### config.mk
export PLATFORM = sky130hd
export DESIGN_NAME = psx_pad_device_flat
export DESIGN_NICKNAME = d
export VERILOG_FILES = /design/src/rtl/psx_pad_device_if.sv /design/src/rtl/psx_pad_device.sv /design/src/flat_wrapper.sv
export SDC_FILE = /design/constraint.sdc
export NUM_CORES = 1
export LEC_CHECK = 0
export BUFFER_PORTS_ARGS = -buffer_cell sky130_fd_sc_hd__buf_4
export CAP_MARGIN = 10
export CORE_MARGIN = 4
export CORE_UTILIZATION = 35
export CTS_CLUSTER_SIZE = 40
export DETAILED_ROUTE_END_ITERATION = 10
export GPL_TIMING_DRIVEN = 0
export HOLD_SLACK_MARGIN = 0.12
export SYNTH_ARGS = -nofsm -noshare
export SYNTH_HDL_FRONTEND = slang
export SYNTH_SLANG_ARGS = --single-unit
### constraint.sdc
create_clock -name clk -period 2.2 [get_ports clk]
set_input_delay 0.44 -clock clk [delete_from_list [all_inputs] [get_ports clk]]
set_output_delay 0.44 -clock clk [all_outputs]
set_load 0.02 [all_outputs]
### src/rtl/psx_pad_device_if.sv
// psx_pad_device_if: the five-wire PlayStation controller link (host <-> pad).
// Latency: none, wires only.
// Backpressure: none; the host paces the link with ps_clk and the pad answers with ps_ack.
// Signals: ps_sel (attention, active-low), ps_clk (idles high), ps_cmd (host->pad, LSB first),
//   ps_dat (pad->host, LSB first, idles 1), ps_ack (active-low acknowledge, idles 1).
// Modports: master = host side, slave = pad side.
interface psx_pad_device_if;
  logic ps_sel;
  logic ps_clk;
  logic ps_cmd;
  logic ps_dat;
  logic ps_ack;

  modport master (output ps_sel, output ps_clk, output ps_cmd,
                  input  ps_dat, input  ps_ack);
  modport slave  (input  ps_sel, input  ps_clk, input  ps_cmd,
                  output ps_dat, output ps_ack);
endinterface

### src/rtl/psx_pad_device.sv
// psx_pad_device: PlayStation pad responder emulating a DualShock toward a PSX-protocol host.
// Latency: link events take effect SYNC_STAGES+1 clk after the pin changes; ACK follows ACK_DELAY clk later.
// Backpressure: none; the host owns ps_clk and the pad answers every edge inside a selected frame.
// Ports: clk, rst (sync, active-high); link (slave side of psx_pad_device_if);
//   buttons[15:0] active-low pad buttons and axes[31:0] (RX,RY,LX,LY), snapshotted at frame start;
//   vib[15:0] = cmd bytes 3/4 of the last completed poll; frame_done = 1-clk pulse at poll end.
// Build option PSX_PAD_ANALOG_EN: defined -> analog pad (ID 0x73, 9-byte frame, axes sent);
//   undefined -> digital pad (ID 0x41, 5-byte frame, axes not sent).
// SYNC_STAGES must be at least 2.
module psx_pad_device #(
  parameter int ACK_DELAY   = 50,
  parameter int ACK_WIDTH   = 50,
  parameter int SYNC_STAGES = 2
) (
  input  logic                  clk,
  input  logic                  rst,
  psx_pad_device_if.slave       link,
  input  logic [15:0]           buttons,
  input  logic [31:0]           axes,
  output logic [15:0]           vib,
  output logic                  frame_done
);

`ifdef PSX_PAD_ANALOG_EN
  localparam logic [7:0] PAD_ID = 8'h73;
  localparam logic [3:0] LAST   = 4'd8;
`else
  localparam logic [7:0] PAD_ID = 8'h41;
  localparam logic [3:0] LAST   = 4'd4;
`endif

  localparam int ACK_MAX = (ACK_DELAY > ACK_WIDTH) ? ACK_DELAY : ACK_WIDTH;
  localparam int ACW     = $clog2(ACK_MAX + 1);

  typedef enum logic [1:0] {IDLE, ACTIVE, IGNORE, DONE} state_t;
  typedef enum logic [1:0] {ACK_IDLE, ACK_WAIT, ACK_LOW} ack_state_t;

  // ---------------- line synchronizers and edge detect ----------------
  logic [SYNC_STAGES-1:0] sel_sync, clk_sync, cmd_sync;
  logic                   sel_q, clk_q;
  logic                   sel_s, clk_s, cmd_s;
  logic                   sel_fall, sel_rise, clk_fall, clk_rise;

  always_ff @(posedge clk) begin
    if (rst) begin
      sel_sync <= '1;
      clk_sync <= '1;
      cmd_sync <= '1;
      sel_q    <= 1'b1;
      clk_q    <= 1'b1;
    end else begin
      sel_sync <= {sel_sync[SYNC_STAGES-2:0], link.ps_sel};
      clk_sync <= {clk_sync[SYNC_STAGES-2:0], link.ps_clk};
      cmd_sync <= {cmd_sync[SYNC_STAGES-2:0], link.ps_cmd};
      sel_q    <= sel_s;
      clk_q    <= clk_s;
    end
  end

  assign sel_s    = sel_sync[SYNC_STAGES-1];
  assign clk_s    = clk_sync[SYNC_STAGES-1];
  assign cmd_s    = cmd_sync[SYNC_STAGES-1];
  assign sel_fall = sel_q & ~sel_s;
  assign sel_rise = ~sel_q & sel_s;
  assign clk_fall = clk_q & ~clk_s;
  assign clk_rise = ~clk_q & clk_s;

  // ---------------- frame state ----------------
  state_t     state_q, state_d;
  ack_state_t ack_state_q, ack_state_d;
  logic [ACW-1:0] ack_cnt_q, ack_cnt_d;

  logic [2:0]  bitcnt;
  logic [3:0]  byte_idx;
  logic [7:0]  tx_byte, tx_next;
  logic [7:0]  rx_byte, rx_next;
  logic [15:0] snap_btn;
  logic [31:0] snap_axes;
  logic [15:0] shadow, shadow_next;
  logic        ps_dat_q, ps_ack_q;
  logic        byte_done, cmd_bad, is_last, ack_start;

  // Frame-level events (sel edges) win over any clock edge seen in the same cycle.
  assign byte_done = (state_q == ACTIVE) & clk_rise & (bitcnt == 3'd7) & ~sel_rise & ~sel_fall;
  assign cmd_bad   = ((byte_idx == 4'd0) && (rx_next != 8'h01)) ||
                     ((byte_idx == 4'd1) && (rx_next != 8'h42));
  assign is_last   = (byte_idx == LAST);
  assign ack_start = byte_done & ~cmd_bad & ~is_last;

  // Receive byte as it will look once the current cmd bit is shifted in.
  always_comb begin
    rx_next         = rx_byte;
    rx_next[bitcnt] = cmd_s;
  end

  // Reply for the byte after the one now completing.
  always_comb begin
    tx_next = 8'hFF;
    case (byte_idx)
      4'd0:    tx_next = PAD_ID;
      4'd1:    tx_next = 8'h5A;
      4'd2:    tx_next = snap_btn[7:0];
      4'd3:    tx_next = snap_btn[15:8];
      4'd4:    tx_next = snap_axes[7:0];
      4'd5:    tx_next = snap_axes[15:8];
      4'd6:    tx_next = snap_axes[23:16];
      4'd7:    tx_next = snap_axes[31:24];
      default: tx_next = 8'hFF;
    endcase
  end

  // Vibration bytes collect in a shadow and only reach vib when the poll completes.
  always_comb begin
    shadow_next = shadow;
    if (byte_idx == 4'd3) shadow_next[7:0]  = rx_next;
    if (byte_idx == 4'd4) shadow_next[15:8] = rx_next;
  end

  // Main FSM: state register.
  always_ff @(posedge clk) begin
    if (rst) state_q <= IDLE;
    else     state_q <= state_d;
  end

  // Main FSM: next state.
  always_comb begin
    state_d = state_q;
    if (sel_rise) begin
      state_d = IDLE;
    end else if (sel_fall) begin
      state_d = ACTIVE;
    end else if (byte_done) begin
      if (cmd_bad)      state_d = IGNORE;
      else if (is_last) state_d = DONE;
    end
  end

  // ACK FSM: state register.
  always_ff @(posedge clk) begin
    if (rst) begin
      ack_state_q <= ACK_IDLE;
      ack_cnt_q   <= '0;
      ps_ack_q    <= 1'b1;
    end else begin
      ack_state_q <= ack_state_d;
      ack_cnt_q   <= ack_cnt_d;
      ps_ack_q    <= (ack_state_d != ACK_LOW);
    end
  end

  // ACK FSM: delay then low pulse. Clock edges do not disturb it; only sel edges cancel it.
  always_comb begin
    ack_state_d = ack_state_q;
    ack_cnt_d   = ack_cnt_q;
    if (sel_rise || sel_fall) begin
      ack_state_d = ACK_IDLE;
      ack_cnt_d   = '0;
    end else if (ack_start) begin
      ack_state_d = ACK_WAIT;
      ack_cnt_d   = ACW'(ACK_DELAY - 1);
    end else begin
      case (ack_state_q)
        ACK_WAIT: begin
          if (ack_cnt_q == '0) begin
            ack_state_d = ACK_LOW;
            ack_cnt_d   = ACW'(ACK_WIDTH - 1);
          end else begin
            ack_cnt_d = ack_cnt_q - 1'b1;
          end
        end
        ACK_LOW: begin
          if (ack_cnt_q == '0) ack_state_d = ACK_IDLE;
          else                 ack_cnt_d   = ack_cnt_q - 1'b1;
        end
        default: ack_state_d = ACK_IDLE;
      endcase
    end
  end

  // Datapath: bit/byte counters, shift registers, snapshot, vib and data line.
  always_ff @(posedge clk) begin
    if (rst) begin
      bitcnt     <= '0;
      byte_idx   <= '0;
      tx_byte    <= 8'hFF;
      rx_byte    <= '0;
      snap_btn   <= '1;
      snap_axes  <= '0;
      shadow     <= '0;
      vib        <= '0;
      frame_done <= 1'b0;
      ps_dat_q   <= 1'b1;
    end else begin
      frame_done <= 1'b0;
      if (sel_rise) begin
        ps_dat_q <= 1'b1;
      end else if (sel_fall) begin
        // Snapshot keeps the whole reply coherent even if inputs move mid-frame.
        snap_btn  <= buttons;
        snap_axes <= axes;
        bitcnt    <= '0;
        byte_idx  <= '0;
        tx_byte   <= 8'hFF;
        ps_dat_q  <= 1'b1;
      end else if (state_q == ACTIVE) begin
        if (clk_fall) ps_dat_q <= tx_byte[bitcnt];
        if (clk_rise) begin
          rx_byte <= rx_next;
          bitcnt  <= bitcnt + 3'd1;
          if (bitcnt == 3'd7) begin
            byte_idx <= byte_idx + 4'd1;
            tx_byte  <= tx_next;
            shadow   <= shadow_next;
            if (cmd_bad) begin
              ps_dat_q <= 1'b1;
            end else if (is_last) begin
              vib        <= shadow_next;
              frame_done <= 1'b1;
              ps_dat_q   <= 1'b1;
            end
          end
        end
      end
    end
  end

  assign link.ps_dat = ps_dat_q;
  assign link.ps_ack = ps_ack_q;

endmodule

### src/flat_wrapper.sv
// flat-port wrapper written by rule: the top's interface ports become plain ports
module psx_pad_device_flat 
#(
  parameter int ACK_DELAY   = 50,
  parameter int ACK_WIDTH   = 50,
  parameter int SYNC_STAGES = 2
)
  (clk, rst, buttons, axes, vib, frame_done, link_ps_sel, link_ps_clk, link_ps_cmd, link_ps_dat, link_ps_ack);
  psx_pad_device_if link_i ();
  input  logic clk;
  input  logic rst;
  input  logic [15:0] buttons;
  input  logic [31:0] axes;
  output logic [15:0] vib;
  output logic frame_done;
  input wire logic [$bits(link_i.ps_sel)-1:0] link_ps_sel;
  input wire logic [$bits(link_i.ps_clk)-1:0] link_ps_clk;
  input wire logic [$bits(link_i.ps_cmd)-1:0] link_ps_cmd;
  output wire logic [$bits(link_i.ps_dat)-1:0] link_ps_dat;
  output wire logic [$bits(link_i.ps_ack)-1:0] link_ps_ack;
  assign link_i.ps_sel = link_ps_sel;
  assign link_i.ps_clk = link_ps_clk;
  assign link_i.ps_cmd = link_ps_cmd;
  assign link_ps_dat = link_i.ps_dat;
  assign link_ps_ack = link_i.ps_ack;
  psx_pad_device #(.ACK_DELAY(ACK_DELAY), .ACK_WIDTH(ACK_WIDTH), .SYNC_STAGES(SYNC_STAGES)) u_core (.clk(clk), .rst(rst), .link(link_i), .buttons(buttons), .axes(axes), .vib(vib), .frame_done(frame_done));
endmodule
* After elaboration in Yosys (flattened, before gate mapping)
Cells that the tools add are included.
Word-level totals: register bits 124, input port bits 53, output and inout port bits 19, word-level logic and storage cells 131
Cells by class: add/subtract/negate cells 3, magnitude comparators 2, equal/unequal tests 16, muxes and demuxes 38, bitwise operators 21, reductions and logical operators 30
Operators with widths (count):
- one-hot mux 8 bit (8 select lines) | 1
- 2-to-1 mux 8 bit | 6
- 2-to-1 mux 6 bit | 3
- == test 4 x 3 -> 1 bit (second input constant) | 4
- 2-to-1 mux 4 bit | 4
- 2-to-1 mux 2 bit | 6
- one-hot mux 6 bit (2 select lines) | 1
- nonzero test 2 bit | 6
- NOT 1 bit | 11
- bitwise AND 1 bit | 10
- 2-to-1 mux 1 bit | 10
- AND reduction 2 bit | 5
- 2-to-1 mux 3 bit | 3
- bitwise mux 8 bit | 1
- == test 4 x 2 -> 1 bit (second input constant) | 2
- != test 8 x 1 -> 1 bit (second input constant) | 1
- != test 8 x 7 -> 1 bit (second input constant) | 1
- AND reduction 4 bit | 2
- AND reduction 7 bit | 1
- OR reduction 7 bit | 1
- zero test 6 bit | 1
- nonzero test 3 bit | 2
- OR reduction 3 bit | 2
- subtractor 6 x 1 -> 6 bit (second input constant) | 1
- 19 further kinds | 25

* Depth between registers and ports, before layout
Gate-level depths: netlist of run 1.
depth in word-level cells 14, mapped depth 9, gate-level depth less buffers 8

* Worst setup path after synthesis of run 1
Ideal clock, no wire load.
path kind register to register, start point reg u_core.bitcnt[2], end point reg u_core.state_q[1], library setup time 0.115 ns, arrival time 1.970 ns, required time 2.085 ns, path slack 0.116 ns, stages on the path, launching flop included 7, buffers on the path 0, period minus slack after synthesis 2.084 ns, path through dfxtp_1 nor3_1 mux2i_2 or4b_4 a211oi_4 a2111oi_0 o21a_1
Between the ends: word-level cells in the longest chain between the ends 10, elaborated cells between the ends (all ways) 18, those cells by class order compare (2); eq/ne (3); mux (4); bitwise (3); reduce/logical (6)
Ends and longest elaborated chain:
- start, declared | RTL line psx_pad_device.sv:73 | logic [2:0] bitcnt;
- start signal, assigned | RTL line psx_pad_device.sv:209 | bitcnt <= bitcnt + 3'd1;
- < comparator 3 x 4 -> 1 bit (not written as such) or >= comparator 3 x 1 -> 1 bit (tied branches) | RTL line psx_pad_device.sv:93 | rx_next[bitcnt] = cmd_s;
- logical AND 1 bit (not written as such) | RTL line psx_pad_device.sv:93
- 2-to-1 mux 1 bit (not written as such) | RTL line psx_pad_device.sv:93
- demux 1 bit (select 3 bit)
- bitwise mux 8 bit | RTL line psx_pad_device.sv:93
- != test 8 x 1 -> 1 bit or != test 8 x 7 -> 1 bit (tied branches) | RTL line psx_pad_device.sv:85, psx_pad_device.sv:86
- logical AND 1 bit, on equally long branches | RTL line psx_pad_device.sv:85, psx_pad_device.sv:86
- logical OR 1 bit | RTL line psx_pad_device.sv:85 | assign cmd_bad = ((byte_idx == 4'd0) && (rx_next != 8'h01)) ||
- nonzero test 2 bit (no source line)
- AND reduction 2 bit (no source line)
- end signal, assigned | RTL line psx_pad_device.sv:122 | else state_q <= state_d;
- end, declared | RTL line psx_pad_device.sv:69 | state_t state_q, state_d;
Several ways; a longest one is shown, not always the timed one. A chain may end at the register's enable or synchronous reset.

* Worst setup path in the final report of run 1
start point reg u_core.bitcnt[0], end point reg u_core.state_q[1]
The elaborated chain is that of the path after synthesis.

==> out/metrics.cfg, run 1 <==
[clock_network]
cts_htree_levels = 4
cts_inserted_buffers = 17
clk-insertion-delay-late_ns = 0.42
reg_clk_slew_reported_paths_ns = 0.05
ctsHoldBuffers = 0
cts_root_buffer = clkbuf_16
max-clock-path-buffers = 2
cts.sink_count = 116
cts_tree = yes

[critical_path]
crit_arrival_ns = 2.44
crit_path_top_delay_cell = or4b_4
timing.critical_path.cells = nand3b_1, mux2i_2, or4b_4, a211oi_4, a2111oi_1, o21a_1
cpPeakStageDelay_ns = 0.58
timing.critical_path.from_type = register
cp_max_fo = 6
crit_required_ns = 2.51
critical_path.top_delay_family = simple AND/OR/NAND/NOR gates
worst_setup_path_end_kind = register
criticalPathCategory = register to register
critical_path_buf_inv_count = 0

[floorplan]
i_o_pin_count = 72
floorplan.die.width_um = 129
std_cell_rows = 43
floorplan.die_area_um2 = 16600
core_region_area_um2 = 14100
floorplan.initialDensity_pct = 36.3
die-height_um = 129

[synth]
synth_area_leader_cell = dfxtp_1
share_of_synthesized_area_occupied_by_flip_flops_and_latches_pct = 45.3
ys_types = 55
netlist_top_cells_count = dfxtp_1, nor2_1, mux2i_1
synth.most_common_cell = dfxtp_1
mappedNetlistArea_um2 = 5120
syn_nets = 627
ys_dominant_reg_cell = dfxtp_1
syn_inst = 563
synth-seq-cells = 116
synth_async_sr_flop_share_pct = 0
post_syn_area_per_cell_um2 = 9.10
synth_warnings = 0
main_area_contributors_after_synthesis = dfxtp_1, mux2i_1, nor2_1, a211oi_1, a211o_1
synth_top_cell_area_share_pct = 45.3
synth_enable_flop_cells = 0

[sta]
finalHoldWorstSlack_ns = 0.209
worst-slew-pin-transition_ns = 0.543
rsz_0062_raised_after_global_routing = yes
post-route-period-util_pct = 96.9
timing.fmax_mhz = 469
timing.max_slew.rel_slack_pct = 63.8
min_period_ns = 2.13
tns_ns = 0
fin_worst_skew_ns = 0.00823
finalMaxSlewViolations = 0
final_hold_viol_count = 0
setup-violations-final = 0

[global_routing]
antenna_found_initial = 0
largest_net_degree_at_the_start_of_global_routing = 17
grt_pass1_wl_mm = 22.0
globalRoute.totalOverflow = 0
grt_pass1_vias = 4364
gr-usage-all-layers_pct = 16.9

[place]
place_congestion = 0.909
detailed_place_hpwl_mm = 10.1
port_buffers = 71

[outcome]
run_status = finished, final reports clean

[hold_path]
holdCritPathClass = input pin to register

[detailed_routing]
drt-total-wl_mm = 13.8
postRouteAntennaNets = 0
route.detailed.vias_per_inst = 5.23
drtIter0Drc = 308
detail_route.wl_per_cell_um = 16.2
first_pass_iters = 5
via_count = 4429
residual_drc = 0

[power]
post-layout-total-power_mw = 5.48
max-vdd-ir-drop_mv = 0.597
power.density_cell_area_nw_per_um2 = 816
p_leak_nw = 2.53

[run]
cap_violations = 0

[final_layout]
fillers = 1357
drive_above_1_share_pct = 24.7
layout.nets = 719
antenna-diode-count = 0
synthToLayoutAreaGrowth_pct = 31.2

==> through the flow <==
| stage | area [µm²] | std cells | utilization (%) | setup slack (ns) |
|---|---|---|---|---|
| detailed placement | 5880 | 814 | 41.7 | -0.283 |
| global route | 6720 | 847 | 47.7 | -0.0382 |
| finish | 6720 | 847 | 47.7 | 0.0676 |
| CTS | 6630 | 847 | 47.0 | 0.0100 |
| floorplan | 5120 | 563 | - | 0.116 |
| global placement | 5880 | 814 | 41.7 | -0.263 |
==> cells in the final DEF, fill, tap and decap left out, types with 8 or more instances in the layout <==
cell,instances
a21oi_1,28
nor2_1,85
nand2b_1,8
nor3_1,8
a211oi_1,30
a22oi_1,10
ha_1,8
o211ai_1,10
mux2i_1,34
dfxtp_1,111
buf_4,80
clkbuf_16,17
nor2b_1,19
or2_2,9
buf_2,8
clkbuf_1,21
inv_1,10
a211o_1,17
nand2_1,32
==> cells by family (layout without fill, tap and decap cells) <==
kind of cell | Yosys count | count (layout) | synth area share [%]
AND/OR/NAND/NOR | 201 | 201 | 19.5
AO/OA/AOI/OAI | 133 | 133 | 18.9
flip-flops | 116 | 116 | 45.3
buffers and inverters | 54 | 158 | 4.20
multiplexers | 43 | 43 | 8.50
adder cells (fa/ha/maj) | 11 | 11 | 2.69
XOR/XNOR | 5 | 5 | 0.855
==> flip-flops by register name (all words and copies together) (netlist names), 3 cells and up <==
signal            cells
u_core.shadow         8
u_core.rx_byte        8
u_core.tx_byte        8
u_core.ack_cnt_q      6
u_core.vib           16
u_core.snap_btn      16
u_core.byte_idx       4
u_core.snap_axes     32
u_core.bitcnt         3
==> worst register-to-register path: stages (launching register included) <==
cell and delay (ns):
dfxtp_2 0.35, nand3b_1 0.20, mux2i_2 0.25, or4b_4 0.58, a211oi_4 0.33, a2111oi_1 0.13
o21a_1 0.19
==> area by class of cell <==
cell class                      count  area (µm²)  area share, %
Clock inverter                      8         145           2.16
Tap cell                          180         225           3.35
Clock buffer                       23         508           7.56
Multi-Input combinational cell    393        2710           40.3
Buffer                             39         180           2.68
Sequential cell                   116        2330           34.7
Timing Repair Buffer               78         586           8.71
Inverter                           10        37.5          0.558
==> path summary, 6_finish.rpt <==
kind                                                       end                          start  cells past startpoint  slack (ns)
worst min register to register   u_core.cmd_sync[1]$_SDFF_PP1_  u_core.cmd_sync[0]$_SDFF_PP1_                      1        0.41
worst min-delay path             u_core.sel_sync[0]$_SDFF_PP1_                    link_ps_sel                      2        0.21
worst max-delay path            u_core.state_q[1]$_SDFFE_PP0P_  u_core.bitcnt[0]$_SDFFE_PP0P_                      6        0.07
worst max register to register  u_core.state_q[1]$_SDFFE_PP0P_  u_core.bitcnt[0]$_SDFFE_PP0P_                      6        0.07
==> repair_timing <==
action | CTS | global route
cloned | 0 | 0
endpoints found under the hold margin | 0 | 0
gates resized for setup | 21 | 27
pin swaps | 0 | 3
buffers inserted | 4 | 3
setup endpoints to repair | 51 | 37
==> routing by layer <==
layer | vias up | GRT usage (%) | wire, µm
met2 | 109 | 27.4 | 6460
met4 | 0 | 6.61 | 309
met3 | 25 | 4.28 | 674
met5 | - | 0 | 0
li1 | 2192 | - | -
met1 | 2103 | 21.5 | 6320
==> power breakdown <==
part	total [mW]	switching [mW]	internal, mW
Sequential	2.18	0.0319	2.15
Clock	3.00	0.935	2.06
Combinational	0.301	0.150	0.151
(Power assumes the default switching activity.)
==> run 2: changes to the inputs <==
- clock period: 2.2 -> 2 ns (I/O delays scaled with it)
==> run 2 against run 1 <==
The flow now finishes with violations (negative setup slack). Wire length increased by 0.54%. Critical path depth unchanged. Non-clock buffer count increased by 3. Sequential share of layout area decreased by 0.55 points. Critical path type unchanged. Highest routed layer unchanged.
==> out/metrics.cfg, run 2 (synthesis gave the netlist of run 1 again) <==
[outcome]
run_status = finished with violations
failing_checks = negative setup slack

[power]
p_leak_nw = 2.56  ; +1.2%
sequentialPowerShare_pct = 41.0  ; +1.2 points
cell_internal_pwr_mw = 4.62  ; +5.8%
power.density_cell_area_nw_per_um2 = 857  ; +5.0%
max-vdd-ir-drop_mv = 0.497  ; -17%
fraction_of_power_consumed_by_combinational_cells_pct = 5.9  ; +0.4 points
switchingPower_mw = 1.24  ; +11%
post-layout-total-power_mw = 5.86  ; +6.9%
clkPwrFrac_pct = 53.2  ; -1.5 points
sw_frac_of_total_pct = 21.2  ; +0.82 points

[sta]
finalMaxSlewViolations = 0  ; unchanged
setup_slack_ns = -0.0951  ; -0.163 ns
timing.fmax_mhz = 477  ; +1.8%
post-route-period-util_pct = 105  ; +7.8 points
min_period_ns = 2.10  ; -0.0374 ns
timing.max_slew.rel_slack_pct = 62.0  ; -1.8 points
final_hold_viol_count = 0  ; unchanged
worst-slew-pin-transition_ns = 0.570  ; +0.0269 ns
rsz_0062_raised_after_global_routing = yes
setup-violations-final = 3  ; +3
fin_worst_skew_ns = 0.00581  ; -0.00243 ns

[hold_path]
worst_hold_path.endpoint = u_core.clk_sync[0]$_SDFF_PP1_
min_path_cells = 2  ; unchanged
worstHoldStart = link_ps_clk
holdCritPathClass = input pin to register

[floorplan]
floorplan.die.width_um = 129  ; unchanged
floorplan.initialDensity_pct = 36.3  ; unchanged
i_o_pin_count = 72  ; unchanged
core_region_area_um2 = 14100  ; unchanged
die-height_um = 129  ; unchanged
floorplan.die_area_um2 = 16600  ; unchanged
std_cell_rows = 43  ; unchanged

[final_layout]
largest_reg_flops = 32  ; unchanged
regs_by_ff_count = u_core.snap_axes (32), u_core.snap_btn (16), u_core.vib (16)
fillers = 1349  ; -0.59%
final_cells = 851  ; +0.47%
post-route-util_pct = 48.5  ; +0.84 points
largest_register_by_flop_count = u_core.snap_axes
layout.nets = 722  ; +0.42%
multiInputGateArea_um2 = 2800  ; +3.5%
sequential_cell_area_um2 = 2330  ; +0.16%
antenna-diode-count = 0  ; unchanged
layout_commonest_cell = dfxtp_1
drive_above_1_share_pct = 27.4  ; +2.7 points
synthToLayoutAreaGrowth_pct = 33.5
layout.cells.most_common_list = dfxtp_1, buf_4, nor2_1

[critical_path]
timing.critical_path.from_type = register
r2r_slack_ns = -0.1  ; -0.16 ns
crit_required_ns = 2.33  ; -0.18 ns
worst_setup_path_end_kind = register
crit_arrival_ns = 2.42  ; -0.02 ns
criticalPathCategory = register to register
cp_max_fo = 5  ; -1
critical_path.startpoint = u_core.bitcnt[2]$_SDFFE_PP0P_
critical_path.reg2reg.startpoint = u_core.bitcnt[2]$_SDFFE_PP0P_
worst-r2r-cell-count = 6  ; unchanged
crit-reg2reg-capture = u_core.state_q[0]$_SDFFE_PP0P_

[clock_network]
cts_htree_levels = 4  ; unchanged
cts.sink_count = 116  ; unchanged
max-clock-path-buffers = 2  ; unchanged
cts_tree = yes
ctsHoldBuffers = 0  ; unchanged
cts_root_buffer = clkbuf_16
clk-insertion-delay-late_ns = 0.41  ; about the same
reg_clk_slew_reported_paths_ns = 0.05  ; about the same
cts_inserted_buffers = 17  ; unchanged

[global_routing]
gr-usage-all-layers_pct = 17.0  ; +0.16 points
globalRoute.totalOverflow = 0  ; unchanged
antenna_found_initial = 0  ; unchanged
largest_net_degree_at_the_start_of_global_routing = 17  ; unchanged
grt_pass1_wl_mm = 22.1  ; +0.53%
grt_pass1_vias = 4416  ; +1.2%

[place]
place.detailed.instances = 814  ; unchanged
place_congestion = 0.899  ; -1.1%
detailed_place_hpwl_mm = 10.1  ; about the same
port_buffers = 71  ; unchanged

[detailed_routing]
via_count = 4446  ; +0.38%
drtIter0Drc = 344  ; +12%
postRouteAntennaNets = 0  ; unchanged
detail_route.wl_per_cell_um = 16.3  ; about the same
drt-total-wl_mm = 13.8  ; +0.54%
residual_drc = 0  ; unchanged
route.detailed.vias_per_inst = 5.22  ; about the same
first_pass_iters = 7  ; +2

[run]
cap_violations = 0  ; unchanged

[run 2: timing repair]
item | 4_1_cts | 5_1_grt
buffers inserted | 8 | 4
pin swaps | 3 | 8
endpoints found under the setup margin | 94 | 40
gates resized for setup | 47 | 35
[run 2: worst max-delay path by stage]
stage | to | cells past startpoint
2_1_floorplan | u_core.state_q[1]$_SDFFE_PP0P_ | 6
3_3_place_gp | u_core.ack_cnt_q[3]$_SDFFE_PP0P_ | 7
3_5_place_dp | u_core.ack_cnt_q[3]$_SDFFE_PP0P_ | 7
4_1_cts | u_core.state_q[0]$_SDFFE_PP0P_ | 6
5_1_grt | u_core.state_q[0]$_SDFFE_PP0P_ | 6
6_report | u_core.state_q[0]$_SDFFE_PP0P_ | 6
[run 2: power groups by stage]
| stage | combinational [mW] | clock, mW | sequential, mW |
|---|---|---|---|
| 2_1_floorplan | 0.190 | 0 | 2.44 |
| 3_3_place_gp | 0.322 | 0 | 2.45 |
| 3_5_place_dp | 0.328 | 0 | 2.45 |
| 4_1_cts | 0.334 | 3.16 | 2.40 |
| 5_1_grt | 0.377 | 3.28 | 2.41 |
| 6_report | 0.343 | 3.12 | 2.40 |
[run 2: routing by layer]
layer | routed length, µm | global-route usage [%] | vias up
met1 | 6210 | 21.3 | 2095
met2 | 6730 | 28.0 | 113
li1 | - | - | 2215
met3 | 651 | 4.36 | 23
met5 | 0 | 0 | -
met4 | 245 | 6.98 | 0
[run 2: worst max-delay path: stages, from the launching register on]
cell and delay (ns):
dfxtp_4 0.37, nor3_4 0.21, mux2i_2 0.28, or4b_4 0.51
a211oi_4 0.31, nor4b_1 0.12, nor4_2 0.20
[run 2: through the flow]
stage | setup TNS (ns) | hold WS [ns] | setup WS (ns) | cell area [µm²]
2_1_floorplan | -0.0223 | 0.389 | -0.0223 | 5130
3_3_place_gp | -20.87 | 0.399 | -0.455 | 5890
3_5_place_dp | -24.42 | 0.393 | -0.508 | 5890
4_1_cts | -0.379 | 0.155 | -0.106 | 6700
5_1_grt | -1.04 | 0.156 | -0.205 | 6840
6_report | -0.246 | 0.169 | -0.0951 | 6840
[run 2: cell type report]
cell class	count	share of cell area (%)
sequential	116	34.1
buffer	37	2.96
tap	180	3.29
inverter	10	0.549
timing repair buffer	83	9.11
multi-input combinational	393	41.0
clock buffer	23	7.13
clock inverter	9	1.83
==> run 3: changes to the inputs <==
- RECOVER_POWER: not set -> 25
==> run 3 against run 2 <==
The flow still finishes with violations (negative setup slack). Non-clock buffer count unchanged. Via count up 0.92%. Sequential share of layout area up 0.39 points. Total power about the same. Critical path depth unchanged. Count of clock-buffer cells in the layout unchanged. Critical path type unchanged.
==> out/metrics.cfg, run 3 (synthesis gave the netlist of run 1 again) <==
[outcome]
run_status = finished with violations
failing_checks = negative setup slack

[critical_path]
crit_required_ns = 2.33  ; about the same
timing.critical_path.from_type = register
criticalPathCategory = register to register
cp_max_fo = 5  ; unchanged
crit_arrival_ns = 2.42  ; about the same
worst_setup_path_end_kind = register
worst-r2r-cell-count = 6  ; unchanged

[place]
place_congestion = 0.899  ; unchanged
port_buffers = 71  ; unchanged
place_area_um2 = 5890  ; unchanged
place_ws_ns = -0.508  ; unchanged
detailed_place_hpwl_mm = 10.1  ; unchanged

[sta]
post-route-period-util_pct = 105  ; about the same
finalMaxSlewViolations = 0  ; unchanged
fin_worst_skew_ns = 0.00621  ; +0.000405 ns
timing.max_slew.rel_slack_pct = 62.6  ; +0.58 points
min_period_ns = 2.10  ; +0.000782 ns
worst-slew-pin-transition_ns = 0.561  ; -0.00871 ns
rsz_0062_raised_after_global_routing = yes
setup_slack_ns = -0.0959  ; -0.000783 ns
timing.fmax_mhz = 477  ; about the same
setup-violations-final = 3  ; unchanged
final_hold_viol_count = 0  ; unchanged

[power]
sw_frac_of_total_pct = 21.3  ; +0.099 points
fraction_of_power_consumed_by_combinational_cells_pct = 5.8  ; about the same
post-layout-total-power_mw = 5.87  ; about the same
power.density_cell_area_nw_per_um2 = 868  ; +1.2%
clkPwrFrac_pct = 53.2  ; about the same
switchingPower_mw = 1.25  ; +0.56%
cell_internal_pwr_mw = 4.62  ; about the same
max-vdd-ir-drop_mv = 0.496  ; -0.17%
p_leak_nw = 2.48  ; -3.2%
sequentialPowerShare_pct = 40.9  ; about the same

[floorplan]
std_cell_rows = 43  ; unchanged
floorplan.die_area_um2 = 16600  ; unchanged
floorplan.initialDensity_pct = 36.3  ; unchanged
floorplan.die.width_um = 129  ; unchanged
i_o_pin_count = 72  ; unchanged
core_region_area_um2 = 14100  ; unchanged
die-height_um = 129  ; unchanged

[final_layout]
largest_reg_flops = 32  ; unchanged
antenna-diode-count = 0  ; unchanged
fillers = 1363  ; +1.0%
finish.instance_area_um2 = 6760  ; -1.1%
sequential_cell_area_um2 = 2330  ; unchanged
layout.cells.most_common_list = dfxtp_1, nor2_1, buf_4
layout.nets = 722  ; unchanged
largest_register_by_flop_count = u_core.snap_axes
layout_commonest_cell = dfxtp_1
synthToLayoutAreaGrowth_pct = 32.0
multiInputGateArea_um2 = 2800  ; about the same
regs_by_ff_count = u_core.snap_axes (32), u_core.snap_btn (16), u_core.vib (16)
drive_above_1_share_pct = 24.3  ; -3.1 points
post-route-util_pct = 48.0  ; -0.55 points

[hold_path]
min_path_cells = 2  ; unchanged
holdCritPathClass = input pin to register

[detailed_routing]
drt-total-wl_mm = 13.9  ; +0.43%
first_pass_iters = 5  ; -2
detail_route.wl_per_cell_um = 16.3  ; +0.43%
postRouteAntennaNets = 0  ; unchanged
drtIter0Drc = 313  ; -9.0%
via_count = 4487  ; +0.92%
residual_drc = 0  ; unchanged
route.detailed.vias_per_inst = 5.27  ; +0.92%

[clock_network]
ctsHoldBuffers = 0  ; unchanged
clk-insertion-delay-late_ns = 0.41  ; about the same
cts_tree = yes
cts.sink_count = 116  ; unchanged
cts_htree_levels = 4  ; unchanged
reg_clk_slew_reported_paths_ns = 0.05  ; about the same
max-clock-path-buffers = 2  ; unchanged
cts_root_buffer = clkbuf_16
cts_inserted_buffers = 17  ; unchanged

[global_routing]
largest_net_degree_at_the_start_of_global_routing = 17  ; unchanged
grt_pass1_vias = 4416  ; unchanged
globalRoute.totalOverflow = 0  ; unchanged
gr-usage-all-layers_pct = 17.0  ; unchanged
antenna_found_initial = 0  ; unchanged
grt_pass1_wl_mm = 22.1  ; unchanged

[run]
cap_violations = 0  ; unchanged

[run 3: changes by cell type in the layout (fill, tap and decap cells not counted), sizes merged]
cell    before  now
clkbuf      47   67
buf         96   76
[run 3: routing by layer]
metal / up-vias / wire length (µm) / global-route usage, %
met5: - / 0 / 0
met4: 0 / 249 / 6.98
met2: 118 / 6680 / 28.0
li1: 2217 / - / -
met1: 2127 / 6290 / 21.3
met3: 25 / 676 / 4.36
[run 3: timing repair]
item | in CTS | in global routing
buffers inserted | 8 | 4
pin swaps | 3 | 8
gates resized for setup | 47 | 35
setup endpoints to repair | 94 | 40
[run 3: final timing paths]
kind                                                     from                              to  slack (ns)
worst min register to register  u_core.cmd_sync[0]$_SDFF_PP1_   u_core.cmd_sync[1]$_SDFF_PP1_        0.40
worst max-delay path            u_core.bitcnt[2]$_SDFFE_PP0P_  u_core.state_q[0]$_SDFFE_PP0P_        -0.1
worst min-delay path                              link_ps_clk   u_core.clk_sync[0]$_SDFF_PP1_        0.17
worst max register to register  u_core.bitcnt[2]$_SDFFE_PP0P_  u_core.state_q[0]$_SDFFE_PP0P_        -0.1
[run 3: power groups by stage]
| stage | clock (mW) | sequential [mW] | combinational, mW |
|---|---|---|---|
| 2_1_floorplan | 0 | 2.44 | 0.190 |
| 3_3_place_gp | 0 | 2.45 | 0.322 |
| 3_5_place_dp | 0 | 2.45 | 0.328 |
| 4_1_cts | 3.16 | 2.40 | 0.334 |
| 5_1_grt | 3.28 | 2.41 | 0.376 |
| 6_report | 3.12 | 2.40 | 0.343 |
[run 3: critical path, stage by stage (launching register included)]
cell	delay (ns)
dfxtp_4	0.37
nor3_4	0.21
mux2i_2	0.28
or4b_4	0.51
a211oi_4	0.31
nor4b_1	0.12
nor4_2	0.20
[run 3: cell type report]
cell class,instances,share of cell area (%)
Sequential cell,116,34.5
Clock buffer,23,7.22
Multi-Input combinational cell,393,41.4
Buffer,37,3.00
Timing Repair Buffer,83,8.10
Tap cell,180,3.33
Clock inverter,9,1.85
Inverter,10,0.555
[run 3: per-stage QoR]
step           TNS, ns  cells  hold WS (ns)
5_1_grt          -1.07    851         0.156
2_1_floorplan  -0.0223    563         0.389
6_report        -0.245    851         0.168
3_5_place_dp    -24.42    814         0.393
4_1_cts         -0.379    848         0.155
3_3_place_gp    -20.87    814         0.399
